$ cat src/rtl/switch_debounce_3ch.sv
// Synchroniser, per-channel debounce FSM and post-reset init window for slide switches.
// Optional macro SW_TGL_CNT_EN adds an 8-bit toggle-event counter output tgl_cnt.
module switch_debounce_3ch #(
  parameter int          N_CH    = 3,
  parameter int          DB_BITS = 20,
  parameter int unsigned DB_MAX  = 999_999
) (
  input  logic            clk,
  input  logic            rst_n,
  input  logic [N_CH-1:0] sw_raw,
  output logic [N_CH-1:0] sw_db,
  output logic [N_CH-1:0] sw_tgl,
  output logic            any_tgl,
  output logic            sw_par,
`ifdef SW_TGL_CNT_EN
  output logic [7:0]      tgl_cnt,
`endif
  output logic            ready
);

  localparam logic [DB_BITS-1:0] L_DB_MAX    = DB_BITS'(DB_MAX);
  // Init counter is one bit wider so DB_MAX+3 never overflows it.
  localparam logic [DB_BITS:0]   L_INIT_LAST = (DB_BITS+1)'(DB_MAX + 3);

  typedef enum logic {ST_STABLE = 1'b0, ST_CHECK = 1'b1} state_t;

  logic [N_CH-1:0] r_sync1;
  logic [N_CH-1:0] r_sync2;
  logic [N_CH-1:0] r_db;
  logic [N_CH-1:0] r_tgl;
  logic            r_any_tgl;
  logic            r_par;
  logic            r_ready;
  logic [DB_BITS:0] r_init_cnt;

  logic [N_CH-1:0] w_db_next;
  logic [N_CH-1:0] w_evt;
  logic [N_CH-1:0] w_tgl_next;

  genvar gi;
  generate
    for (gi = 0; gi < N_CH; gi++) begin : g_ch
      state_t             r_state;
      state_t             w_state_next;
      logic [DB_BITS-1:0] r_cnt;
      logic [DB_BITS-1:0] w_cnt_next;
      logic               w_db_nx;
      logic               w_evt_l;

      always_ff @(posedge clk or negedge rst_n) begin
        if (!rst_n) begin
          r_state <= ST_STABLE;
          r_cnt   <= '0;
        end else begin
          r_state <= w_state_next;
          r_cnt   <= w_cnt_next;
        end
      end

      always_comb begin
        w_state_next = r_state;
        case (r_state)
          ST_STABLE: if (r_sync2[gi] != r_db[gi]) w_state_next = ST_CHECK;
          ST_CHECK:  if ((r_sync2[gi] == r_db[gi]) || (r_cnt == L_DB_MAX))
                       w_state_next = ST_STABLE;
          default:   w_state_next = ST_STABLE;
        endcase
      end

      always_comb begin
        w_cnt_next = r_cnt;
        w_db_nx    = r_db[gi];
        w_evt_l    = 1'b0;
        case (r_state)
          ST_STABLE: if (r_sync2[gi] != r_db[gi]) w_cnt_next = '0;
          ST_CHECK: begin
            if (r_sync2[gi] == r_db[gi]) begin
              w_cnt_next = '0;
            end else if (r_cnt == L_DB_MAX) begin
              w_cnt_next = '0;
              w_db_nx    = r_sync2[gi];
              w_evt_l    = 1'b1;
            end else begin
              w_cnt_next = r_cnt + 1'b1;
            end
          end
          default: w_cnt_next = '0;
        endcase
      end

      assign w_db_next[gi] = w_db_nx;
      assign w_evt[gi]     = w_evt_l;
    end
  endgenerate

  // Toggles qualified during the init window load sw_db silently.
  assign w_tgl_next = w_evt & {N_CH{r_ready}};

  always_ff @(posedge clk or negedge rst_n) begin
    if (!rst_n) begin
      r_sync1    <= '0;
      r_sync2    <= '0;
      r_db       <= '0;
      r_tgl      <= '0;
      r_any_tgl  <= 1'b0;
      r_par      <= 1'b0;
      r_ready    <= 1'b0;
      r_init_cnt <= '0;
    end else begin
      r_sync1   <= sw_raw;
      r_sync2   <= r_sync1;
      r_db      <= w_db_next;
      r_tgl     <= w_tgl_next;
      r_any_tgl <= |w_tgl_next;
      r_par     <= ^w_db_next;
      if (!r_ready) begin
        r_init_cnt <= r_init_cnt + 1'b1;
        if (r_init_cnt == L_INIT_LAST) r_ready <= 1'b1;
      end
    end
  end

`ifdef SW_TGL_CNT_EN
  logic [7:0] r_tgl_cnt;

  always_ff @(posedge clk or negedge rst_n) begin
    if (!rst_n) r_tgl_cnt <= 8'd0;
    else if (r_any_tgl) r_tgl_cnt <= r_tgl_cnt + 8'd1;
  end

  assign tgl_cnt = r_tgl_cnt;
`endif

  assign sw_db   = r_db;
  assign sw_tgl  = r_tgl;
  assign any_tgl = r_any_tgl;
  assign sw_par  = r_par;
  assign ready   = r_ready;

endmodule

$ cat config.mk
export PLATFORM = sky130hd
export DESIGN_NAME = switch_debounce_3ch
export DESIGN_NICKNAME = d
export VERILOG_FILES = /design/src/rtl/switch_debounce_3ch.sv
export SDC_FILE = /design/constraint.sdc
export NUM_CORES = 1
export LEC_CHECK = 0
export CAP_MARGIN = 20
export CORE_AREA = 2 2 119 75
export CTS_CLUSTER_SIZE = 28
export DETAILED_ROUTE_END_ITERATION = 12
export DIE_AREA = 0 0 121 77
export PLACE_DENSITY = 0.78
export SYNTH_ARGS = -nofsm -noshare
export SYNTH_HDL_FRONTEND = slang
export SYNTH_SLANG_ARGS = --single-unit
$ cat constraint.sdc
create_clock -name clk -period 3.2 [get_ports clk]
set_clock_uncertainty 0.05 [all_clocks]
set_input_delay 0.64 -clock clk [delete_from_list [all_inputs] [get_ports clk]]
set_output_delay 0.64 -clock clk [all_outputs]
set_load 0.01 [all_outputs]
Word level (Yosys, flattened, before mapping)
Cells that the tools add are included.
{"block": "totals", "register_bits": 99, "latch_bits": 0, "mem_bits_rw": 0, "romBits": 0, "in_bits": 5, "out_inout_bits": 9, "wordCells": 81, "memories": 0}
{"block": "classes", "addsub": 4, "mul": 0, "n_div": 0, "magnitude_cmp": 0, "n_eq_ne": 13, "n_shift": 0, "mux": 41, "bitwise": 4, "n_reduce_logical": 5}
{"cell": "$mux W20", "count": 9}
{"cell": "$pmux W20 S2", "count": 3}
{"cell": "$add A20 B1 Y20 const B", "count": 3}
{"cell": "$eq A20 B20 Y1 const B", "count": 3}
{"cell": "$mux W1", "count": 26}
{"cell": "$add A21 B1 Y21 const B", "count": 1}
{"cell": "$eq A21 B20 Y1 const B", "count": 1}
{"cell": "$ne A2 B2 Y1 const B", "count": 3}
{"cell": "$pmux W1 S2", "count": 3}
{"cell": "$and A3 B3 Y3", "count": 1}
{"cell": "$eq A1 B1 Y1", "count": 3}
{"cell": "$logic_or A1 B1 Y1", "count": 3}
{"cell": "$ne A1 B1 Y1", "count": 3}
{"cell": "$not A1 Y1", "count": 3}
{"cell": "$reduce_or A3 Y1", "count": 1}
{"cell": "$reduce_xor A3 Y1", "count": 1}

Depth between registers and ports, before layout
Gate-level depths: netlist of run 1.
{"block": "logic_depth", "ltp_word": 6, "depth_mapped": 8, "ltp_nobuf": 7}

Worst setup path after synthesis of run 1
Ideal clock, no wire load.
{"block": "synth_path", "path_type": "flip-flop to flip-flop", "from": "register g_ch[2].r_cnt[11]", "to": "register r_par, in the netlist sw_par", "setup_ns": 0.125, "t_arrival_ns": 2.213, "t_required_ns": 3.025, "setup_slack_ns": 0.812, "path_stages_with_launch": 7, "n_path_buf": 0, "period_less_slack_ns": 2.388, "cell_sequence": "dfrtp_1 or4_1 or4_4 nor3_4 mux2_4 xor2_2 xor2_1"}
{"block": "synth_between", "elab_chain_cells": 5}
{"element": "start: declaration", "line_no": "45", "rtl": "logic [DB_BITS-1:0] r_cnt;"}
{"element": "start signal: assignment", "line_no": "56", "rtl": "r_cnt <= w_cnt_next;"}
{"element": "$eq A20 B20 Y1", "line_no": "79", "rtl": "end else if (r_cnt == L_DB_MAX) begin"}
{"element": "$mux W1", "line_no": "79"}
{"element": "$mux W1", "line_no": "77", "rtl": "if (r_sync2[gi] == r_db[gi]) begin"}
{"element": "$mux W1", "line_no": "74", "rtl": "case (r_state)"}
{"element": "named net g_ch[2].w_db_nx", "line_no": "47", "rtl": "logic w_db_nx;"}
{"element": "$reduce_xor A3 Y1", "line_no": "115", "rtl": "r_par <= ^w_db_next;"}
{"element": "end signal: assignment", "line_no": "115"}
{"element": "end: declaration", "line_no": "32", "rtl": "logic r_par;"}
The timed path passes the listed nets, and every way through them passes these cells.
A chain may end at the register's enable or synchronous reset.

Worst setup path after layout of run 1
{"block": "layout_path", "from": "register g_ch[2].r_cnt[11]", "to": "register g_ch[2].r_cnt[11]"}
{"block": "layout_between", "elab_chain_cells": 4}
{"element": "$add A20 B1 Y20 or $eq A20 B20 Y1 (tied branches)", "line_no": "84, 79"}
{"element": "$mux W20 *", "line_no": "79"}
{"element": "$mux W20 *", "line_no": "77"}
{"element": "$pmux W20 S2 *", "line_no": "74"}
Mark *: on every way between the ends. The rest lies on a longest branch, timed or not.

==> flow_metrics.tcl, run 1 <==
set metrics [dict create \
    placed_area_mm2 0.00518 \
    reg2reg_to "g_ch[2].r_cnt[11]$_DFFE_PN0P_" \
    routabilityCongestion 0.829 \
    final_nets 531 \
    post-place-ws_ps 637 \
    rows 26 \
    start_util_pct 59.8 \
    worstMarginPinSlew_ps 637 \
    clockBufferDepth 2 \
    drt_iter0_drc 367 \
    critPathArrivalTime_ps 2780 \
    cts_made_buffers 9 \
    setup-violations-final 0 \
    hold_violations 0 \
    maxSlewViolCount 0 \
    fmax_mhz 385 \
    post_cts_buffers 0 \
    cts_tree "yes" \
    path_buf_inv 1 \
    crit_chain "or4_1, or4_4, o211ai_4, buf_4, nor2b_1, o21ai_0, o31ai_1" \
    synth_edf_count 0 \
    drc 0 \
    rsz0062_at_grt "false" \
    power_mw 2.50 \
    drive_gt1_share_pct 7.03 \
    syn_area_mm2 0.00492 \
    ys_warn_count 0 \
    via_per_inst 6.02 \
    wirelength_um 9740 \
    dp_hpwl_um 6470 \
    die_area_mm2 0.00932 \
    n_antenna_cell 0 \
    relSlewSlack_pct 57.5 \
    slowest_delay_ps 590 \
    core_mm2 0.00823 \
    htree_levels 3 \
    fin_crit_sh_pct 81.2 \
    ys_seq_elements 99 \
    syn2layout_area_growth_pct 11.6 \
    crit_family "simple AND/OR/NAND/NOR gates" \
    slowest_stage "or4_4" \
    p_leak_nw 2.35 \
    avgSynthCellArea_um2 9.71 \
    routedWlPerCell_um 15.3 \
    hold_path.class "primary input to async pin" \
    grt_pass1_wl_um 16700 \
    setup_tns_ps 0 \
    cts_root_buffer "clkbuf_16" \
    crit_required_ps 3380 \
    ant_nets 0 \
    postCtsHoldBufs 0 \
    design_area_mm2 0.00549 \
    ctsResizeCount 0 \
    run_status "finished, final reports clean" \
    grt_max_degree 51 \
    syn_inst 507 \
    die_w_um 121 \
    crit_start "g_ch[2].r_cnt[11]$_DFFE_PN0P_" \
    syn_nets 517 \
    synth_seq_area_share_pct 50.3 \
    powerDensity_mw_per_mm2 455 \
    synth_cell_types 50 \
    grtUsageTotal_pct 22.5 \
    hold_ws_ps 262 \
    port-buffer-count 13 \
    ir_drop_mv 0.346 \
    crit_type "flip-flop to flip-flop" \
    antenna_found_initial 0 \
    max_cap_violations 0 \
    period_minus_slack_ps 2600 \
    rr_worst_depth 7 \
    fin_ws_ps 602 \
    grt_pass1_vias 3522 \
    async_flop_share_pct 100 \
    ios 14 \
    overflow 0 \
    numClockSinks 99 \
    ys.flop_type "dfrtp_1" \
    start_kind "flip-flop" \
    r2r-start "g_ch[2].r_cnt[11]$_DFFE_PN0P_" \
    via_count 3840 \
    critPathCaptureType "flip-flop" \
    cp_num_cells 7 \
    critPathMaxFanout 36 \
    cts.reportedPaths.clkPinSlew_ps 70 \
    worst-r2r-setup-slack_ps 600 \
    die_h_um 77 \
    first_pass_iters 4 \
    clk_latency_ps 350 \
]
## synth_stat cells (12+ instances only)
cell / count / area (µm²)
nand4_1: 16 / 100
clkbuf_1: 15 / 56.3
o31ai_1: 18 / 135
xnor2_1: 20 / 175
o21ai_1: 39 / 195
nand3_1: 22 / 110
and3_1: 15 / 93.8
inv_1: 12 / 45.0
dfrtp_1: 99 / 2480
nand2_1: 50 / 188
nor2_1: 38 / 143
o21ai_0: 37 / 185
## per-layer routing
| layer | vias up | share of wire [%] | GRT usage, % |
|---|---|---|---|
| li1 | 1863 | - | - |
| met1 | 1885 | 49 | 32.5 |
| met2 | 82 | 46 | 33.3 |
| met3 | 10 | 4.8 | 6.47 |
| met4 | 0 | 1.1 | 6.28 |
| met5 | - | 0 | 0 |
## placed cells by master (no fill, tap or decap), types with 10 or more instances in the layout
cell,n
nand2b_1,10
o21ai_0,37
inv_1,12
nand2_1,50
nand3_1,22
o21ai_1,38
xnor2_1,20
clkdlybuf4s50_1,12
dfrtp_1,99
nor2_1,38
o31ai_1,18
and3_1,15
nand4_1,16
xor2_1,10
## area by class of cell
cell class / count / area, µm²
fillers: 648 / 2740
flip-flops and latches: 99 / 2480
multi-input cells: 378 / 2320
clock buffers: 11 / 253
repair buffers: 21 / 200
well taps: 112 / 140
clock inverters: 5 / 60.1
inverters: 12 / 45.0
## registers in the layout, summed over array words and instances, names as in the netlist
signal / cells
g_ch.r_state: 3
r_sync2: 3
sw_tgl: 3
sw_db: 3
g_ch.r_cnt: 60
ready: 1
sw_par: 1
r_init_cnt: 21
any_tgl: 1
r_sync1: 3
## report_power, final
group          leakage, nW  total, mW  internal, mW  switching (mW)
combinational        0.851      0.104        0.0318          0.0723
clock                0.152       1.12         0.651           0.469
sequential            1.34       1.27          1.26          0.0104
## cell families (layout without fill, tap and decap cells)
group	Yosys count	count (layout)	synth area share, %
AO/OA/AOI/OAI	124	124	14.9
XOR/XNOR	31	31	5.67
adder cells (fa/ha/maj)	5	5	1.27
buffers and inverters	30	49	2.67
flip-flops	99	99	50.3
multiplexers	5	5	1.19
AND/OR/NAND/NOR	213	213	24.0
## worst max-delay path by stage
stage | to | slack [ps]
floorplan | sw_par$_DFF_PN0_ | 810
CTS | g_ch[2].r_cnt[11]$_DFFE_PN0P_ | 630
global route | g_ch[2].r_cnt[16]$_DFFE_PN0P_ | 460
global placement | g_ch[2].r_cnt[11]$_DFFE_PN0P_ | 680
finish | g_ch[2].r_cnt[11]$_DFFE_PN0P_ | 600
detailed placement | g_ch[2].r_cnt[16]$_DFFE_PN0P_ | 640
## per-stage QoR
stage | utilization, % | cells
CTS | 66.7 | 638
detailed placement | 62.9 | 622
global placement | 62.9 | 622
global route | 66.7 | 638
finish | 66.7 | 638
floorplan | - | 507
## worst reg2reg max path: cells and delay by family, from the launching register on
family	cells	cell delay (ps)
buffers and inverters	1	340
AO/OA/AOI/OAI	3	430
flip-flops	1	450
AND/OR/NAND/NOR	3	1200
Power figures use the tool's default switching activity.
==> run 2: changes to the inputs <==
--- a/config.mk
+++ b/config.mk
@@ -6,11 +6,11 @@
 export NUM_CORES = 1
 export LEC_CHECK = 0
 export CAP_MARGIN = 20
-export CORE_AREA = 2 2 119 75
+export CORE_AREA = 2 2 126 79
 export CTS_CLUSTER_SIZE = 28
 export DETAILED_ROUTE_END_ITERATION = 12
-export DIE_AREA = 0 0 121 77
-export PLACE_DENSITY = 0.78
+export DIE_AREA = 0 0 128 81
+export PLACE_DENSITY = 0.74
 export SYNTH_ARGS = -nofsm -noshare
 export SYNTH_HDL_FRONTEND = slang
 export SYNTH_SLANG_ARGS = --single-unit
==> constraint.sdc (replaced) <==
create_clock -name clk -period 2.1 [get_ports clk]
set_clock_uncertainty 0.05 [all_clocks]
set_input_delay 0.42 -clock clk [delete_from_list [all_inputs] [get_ports clk]]
set_output_delay 0.42 -clock clk [all_outputs]
set_load 0.01 [all_outputs]
==> run 2 against run 1 <==
Effect of this change: register-to-register slack lost 970 ps; clock power grew 52%; first-iteration DRC count grew 20%; wire length grew 16%; critical path depth grew 1; sequential cell count is the same; final area grew 9.1%; setup slack lost 970 ps; global-route usage grew 0.82 points; sequential share of layout area shrank 3.8 points; the run now ends with negative hold slack, negative setup slack left; worst hold slack lost 260 ps.
==> flow_metrics.tcl, run 2 (synthesized netlist as in run 1, its figures left out) <==
set metrics [dict create \
    n_fill_cell 747 \
    dp_hpwl_um 7320 \
    first_pass_iters 5 \
    drive_gt1_share_pct 15.7 \
    relSlewSlack_pct 58.5 \
    cts_tree "yes" \
    maxSlewViolCount 0 \
    die_w_um 128 \
    critPathArrivalTime_ps 2650 \
    start_util_pct 52.4 \
    overflow 0 \
    grt_max_degree 40 \
    post-place-ws_ps -358 \
    register_area_mm2 0.00248 \
    start_kind "flip-flop" \
    violations "negative hold slack, negative setup slack" \
    hold_violations 2 \
    routedWlPerCell_um 16.2 \
    power_mw 3.85 \
    top_register "g_ch.r_cnt" \
    die_area_mm2 0.0104 \
    grtUsageTotal_pct 23.3 \
    cts_made_buffers 9 \
    ir_drop_mv 0.422 \
    rows 28 \
    setup-violations-final 23 \
    combinationalPowerShare_pct 5.5 \
    drc 0 \
    critPathCaptureType "flip-flop" \
    cts_root_buffer "clkbuf_16" \
    p_switching_uw 861 \
    worst-r2r-setup-slack_ps -370 \
    fmax_mhz 405 \
    max_cap_violations 0 \
    drt_iter0_drc 439 \
    r2r-start "g_ch[2].r_cnt[11]$_DFFE_PN0P_" \
    critPathMaxFanout 8 \
    powerDensity_mw_per_mm2 643 \
    multi_input_area_mm2 0.00234 \
    n_antenna_cell 0 \
    worstMarginPinSlew_ps 620 \
    via_count 4121 \
    fin_ws_ps -372 \
    routabilityCongestion 0.807 \
    largest_register_ffs 60 \
    ant_nets 0 \
    final_nets 581 \
    top_regs "g_ch.r_cnt x60, r_init_cnt x21" \
    die_h_um 81 \
    cts.reportedPaths.clkPinSlew_ps 70 \
    met1_usage_pct 33.0 \
    grt_use_met3_pct 5.34 \
    clk_latency_ps 350 \
    seqPwrFrac_pct 50.3 \
    use_met2_pct 36.7 \
    period_minus_slack_ps 2470 \
    wirelength_um 11300 \
    port-buffer-count 13 \
    core_mm2 0.00939 \
    ios 14 \
    grt_pass1_wl_um 18900 \
    antenna_found_initial 0 \
    rsz0062_at_grt "true" \
    run_status "complete, but fails checks" \
    clockBufferDepth 2 \
    hold_ws_ps -2.43 \
    p_leak_nw 2.66 \
    setup_tns_ps -7190 \
    reg2reg_to "g_ch[2].r_cnt[6]$_DFFE_PN0P_" \
    final_core_util_pct 63.8 \
    clock_power_share_pct 44.1 \
    rr_worst_depth 8 \
    crit_type "flip-flop to flip-flop" \
    crit_required_ps 2280 \
    grt_pass1_vias 3886 \
    syn2layout_area_growth_pct 21.7 \
    numClockSinks 99 \
    hold_path.class "primary input to async pin" \
    p_sw_share_pct 22.3 \
    fin_crit_sh_pct 118 \
    final_cell_mix "99 x dfrtp_1, 50 x nand2_1, 47 x buf_4, 39 x o21ai_1, 38 x nor2_1" \
    postCtsHoldBufs 0 \
    intPower_mw 2.99 \
    htree_levels 3 \
    via_per_inst 5.93 \
    final_common_cell "dfrtp_1" \
    busiest_layer "met2" \
]
[run 2: worst max-delay path, stage by stage (launching register included)]
cell and delay [ps]:
dfrtp_1 410, or4_1 520, or4_4 600, o211ai_4 260
buf_6 150, buf_16 120, nor2_1 40, o21ai_1 110
o31ai_1 80
[run 2: worst max path at each step]
| stage | from | end | slack, ps | depth (start not counted) |
|---|---|---|---|---|
| after CTS | g_ch[2].r_cnt[11]$_DFFE_PN0P_ | sw_par$_DFF_PN0_ | -320 | 6 |
| final | g_ch[2].r_cnt[11]$_DFFE_PN0P_ | g_ch[2].r_cnt[6]$_DFFE_PN0P_ | -370 | 8 |
| after detailed placement | g_ch[2].r_cnt[13]$_DFFE_PN0P_ | sw_par$_DFF_PN0_ | -360 | 6 |
| after floorplan | g_ch[2].r_cnt[10]$_DFFE_PN0P_ | sw_par$_DFF_PN0_ | -270 | 6 |
| after global placement | g_ch[2].r_cnt[13]$_DFFE_PN0P_ | sw_par$_DFF_PN0_ | -330 | 6 |
| after global routing | g_ch[2].r_cnt[11]$_DFFE_PN0P_ | g_ch[2].r_cnt[6]$_DFFE_PN0P_ | -470 | 8 |
[run 2: repair_timing]
action	CTS	global route
setup buffers	3	2
pin swaps	1	0
setup endpoints to repair	23	27
resized for setup	8	8
cloned	2	1
[run 2: cell type report]
class,count,area share [%]
Clock buffer,11,4.22
Clock inverter,4,0.815
Inverter,12,0.752
Multi-Input combinational cell,378,39.1
Sequential cell,99,41.4
Tap cell,120,2.51
Timing Repair Buffer,71,11.3
[run 2: stage by stage]
step | cell area [µm²] | std cells
final | 5990 | 695
after global placement | 5550 | 673
after detailed placement | 5550 | 673
after CTS | 5940 | 693
after global routing | 5990 | 695
after floorplan | 4920 | 507
[run 2: power by group through the flow]
stage	clock network, mW	registers (mW)	logic, mW
final	1.70	1.94	0.213
after CTS	1.72	1.94	0.206
after floorplan	0	1.97	0.0894
after detailed placement	0	1.98	0.184
after global routing	1.80	1.94	0.237
after global placement	0	1.97	0.177
[run 2: layer usage]
| metal | routed length [µm] | up-vias |
|---|---|---|
| li1 | - | 1963 |
| met1 | 5470 | 2019 |
| met2 | 5090 | 123 |
| met3 | 556 | 16 |
| met4 | 138 | 0 |
| met5 | 0 | - |
==> run 3: changes to the inputs <==
--- a/config.mk
+++ b/config.mk
@@ -6,11 +6,11 @@
 export NUM_CORES = 1
 export LEC_CHECK = 0
 export CAP_MARGIN = 20
-export CORE_AREA = 2 2 126 79
+export CORE_AREA = 2 2 119 75
 export CTS_CLUSTER_SIZE = 28
 export DETAILED_ROUTE_END_ITERATION = 12
-export DIE_AREA = 0 0 128 81
-export PLACE_DENSITY = 0.74
+export DIE_AREA = 0 0 121 77
+export PLACE_DENSITY = 0.78
 export SYNTH_ARGS = -nofsm -noshare
 export SYNTH_HDL_FRONTEND = slang
 export SYNTH_SLANG_ARGS = --single-unit
==> constraint.sdc (replaced) <==
create_clock -name clk -period 2.5 [get_ports clk]
set_clock_uncertainty 0.05 [all_clocks]
set_input_delay 0.5 -clock clk [delete_from_list [all_inputs] [get_ports clk]]
set_output_delay 0.5 -clock clk [all_outputs]
set_load 0.01 [all_outputs]
==> run 3 against run 2 <==
Effect of this change: the run now ends clean; clock power fell by 17%; utilization rose by 4.0 points; largest power group unchanged; sequential cell count did not move; final area fell by 6.8%; power fell by 17%; global-route usage rose by 0.17 points; critical path depth fell by 2; wire length fell by 8.4%; cell count fell by 6.9%; worst hold slack improved by 140 ps; setup slack improved by 430 ps; critical endpoint is now sw_par$_DFF_PN0_; die area fell by 10%.
==> flow_metrics.tcl, run 3 (synthesized netlist as in run 1, its figures left out) <==
set metrics [dict create \
    ir_drop_mv 0.387 \
    final_nets 540 \
    hold_violations 0 \
    start_kind "flip-flop" \
    setup-violations-final 0 \
    drive_gt1_share_pct 8.60 \
    n_fill_cell 628 \
    ant_nets 0 \
    top_regs "g_ch.r_cnt x60, r_init_cnt x21" \
    syn2layout_area_growth_pct 13.5 \
    die_area_mm2 0.00932 \
    cp_num_cells 6 \
    design_area_mm2 0.00558 \
    crit_family "simple AND/OR/NAND/NOR gates" \
    drc 0 \
    top_register "g_ch.r_cnt" \
    wirelength_um 10300 \
    relSlewSlack_pct 53.9 \
    critPathMaxFanout 3 \
    dp_hpwl_um 6610 \
    fmax_mhz 409 \
    slowest_stage "or4_4" \
    crit_required_ps 2680 \
    powerDensity_mw_per_mm2 571 \
    largest_register_ffs 60 \
    routabilityCongestion 0.835 \
    numClockSinks 99 \
    clockBufferDepth 2 \
    crit_chain "or4_1, or4_4, nor3_4, mux2_4, xor2_2, xor2_1" \
    cts_tree "yes" \
    final_core_util_pct 67.8 \
    final_common_cell "dfrtp_1" \
    cts_made_buffers 9 \
    p_leak_nw 2.40 \
    grt_max_degree 100 \
    antenna_found_initial 0 \
    core_mm2 0.00823 \
    path_buf_inv 0 \
    first_pass_iters 5 \
    n_antenna_cell 0 \
    die_w_um 121 \
    via_per_inst 5.97 \
    ios 14 \
    start_util_pct 59.8 \
    die_h_um 77 \
    final_cell_mix "99 x dfrtp_1, 50 x nand2_1, 38 x nor2_1, 38 x o21ai_1, 37 x o21ai_0" \
    power_mw 3.19 \
    grtUsageTotal_pct 23.5 \
    critPathArrivalTime_ps 2630 \
    port-buffer-count 13 \
    max_cap_violations 0 \
    period_minus_slack_ps 2450 \
    placed_area_mm2 0.00523 \
    worstMarginPinSlew_ps 688 \
    slowest_delay_ps 600 \
    fin_crit_sh_pct 97.9 \
    overflow 0 \
    rows 26 \
    maxSlewViolCount 0 \
    critPathCaptureType "flip-flop" \
    clk_latency_ps 350 \
    via_count 3863 \
    cts_root_buffer "clkbuf_16" \
    rr_worst_depth 6 \
    rsz0062_at_grt "true" \
    crit_type "flip-flop to flip-flop" \
    grt_pass1_wl_um 17700 \
    hold_path.class "primary input to async pin" \
    cts.reportedPaths.clkPinSlew_ps 70 \
    grt_pass1_vias 3693 \
    htree_levels 3 \
    drt_iter0_drc 325 \
    run_status "finished, final reports clean" \
    routedWlPerCell_um 15.9 \
]
## run 3: cell count changes in the layout (fill, tap and decap cells not counted), moves of 2 or more
cell	before	now
buf_6	5	1
o21ai_0	34	37
buf_12	4	2
clkinvlp_4	0	2
buf_4	47	14
## run 3: area by class of cell
type | count | area (µm²) | share of cell area, %
Clock buffer | 10 | 239 | 4.28
Inverter | 12 | 45.0 | 0.807
Clock inverter | 6 | 63.8 | 1.14
Sequential cell | 99 | 2480 | 44.4
Tap cell | 112 | 140 | 2.51
Timing Repair Buffer | 30 | 302 | 5.40
Multi-Input combinational cell | 378 | 2320 | 41.5
## run 3: through the flow
step,hold slack (ps),setup WS [ps],std cells,setup TNS [ps]
2_1_floorplan,154,112,507,0
3_3_place_gp,286,124,627,0
3_5_place_dp,287,84.5,627,0
4_1_cts,178,70.2,643,0
5_1_grt,178,-51.9,647,-106
6_report,139,53.6,647,0
## run 3: timing repair
action,4_1_cts,5_1_grt
setup buffers,0,1
endpoints found under the setup margin,0,3
resized for setup,0,0
hold buffers,0,0
## run 3: worst paths after layout
kind / to / from / slack (ps)
max in group asynchronous: r_init_cnt[13]$_DFFE_PN0N_ / rst_n / 1850
worst max register to register: sw_par$_DFF_PN0_ / g_ch[2].r_cnt[15]$_DFFE_PN0P_ / 50
worst min register to register: r_sync2[2]$_DFF_PN0_ / r_sync1[2]$_DFF_PN0_ / 300
min in group clk: r_sync2[2]$_DFF_PN0_ / r_sync1[2]$_DFF_PN0_ / 300
worst max-delay path: sw_par$_DFF_PN0_ / g_ch[2].r_cnt[15]$_DFFE_PN0P_ / 50
worst min-delay path: g_ch[2].r_cnt[9]$_DFFE_PN0P_ / rst_n / 140
## run 3: worst reg2reg max path: cells and delay by family (launching register included)
family	cells	cell delay, ps
simple gates	3	1270
flops	1	390
mux	1	330
xor+xnor	2	290
## run 3: layer usage
layer  track usage (%)  vias to the layer above  share of wire (%)  wire length [µm]
met2              34.6                       96                 45              4630
met5                 0                        -                  0                 0
li1                  -                     1881                  -                 -
met4              5.93                        0               0.45                46
met1              34.8                     1882                 50              5140
met3              6.10                        4                4.9               503
## run 3: where the power goes
group	internal [mW]	switching [mW]
Sequential	1.62	0.0135
Clock	0.803	0.609
Combinational	0.0480	0.0962
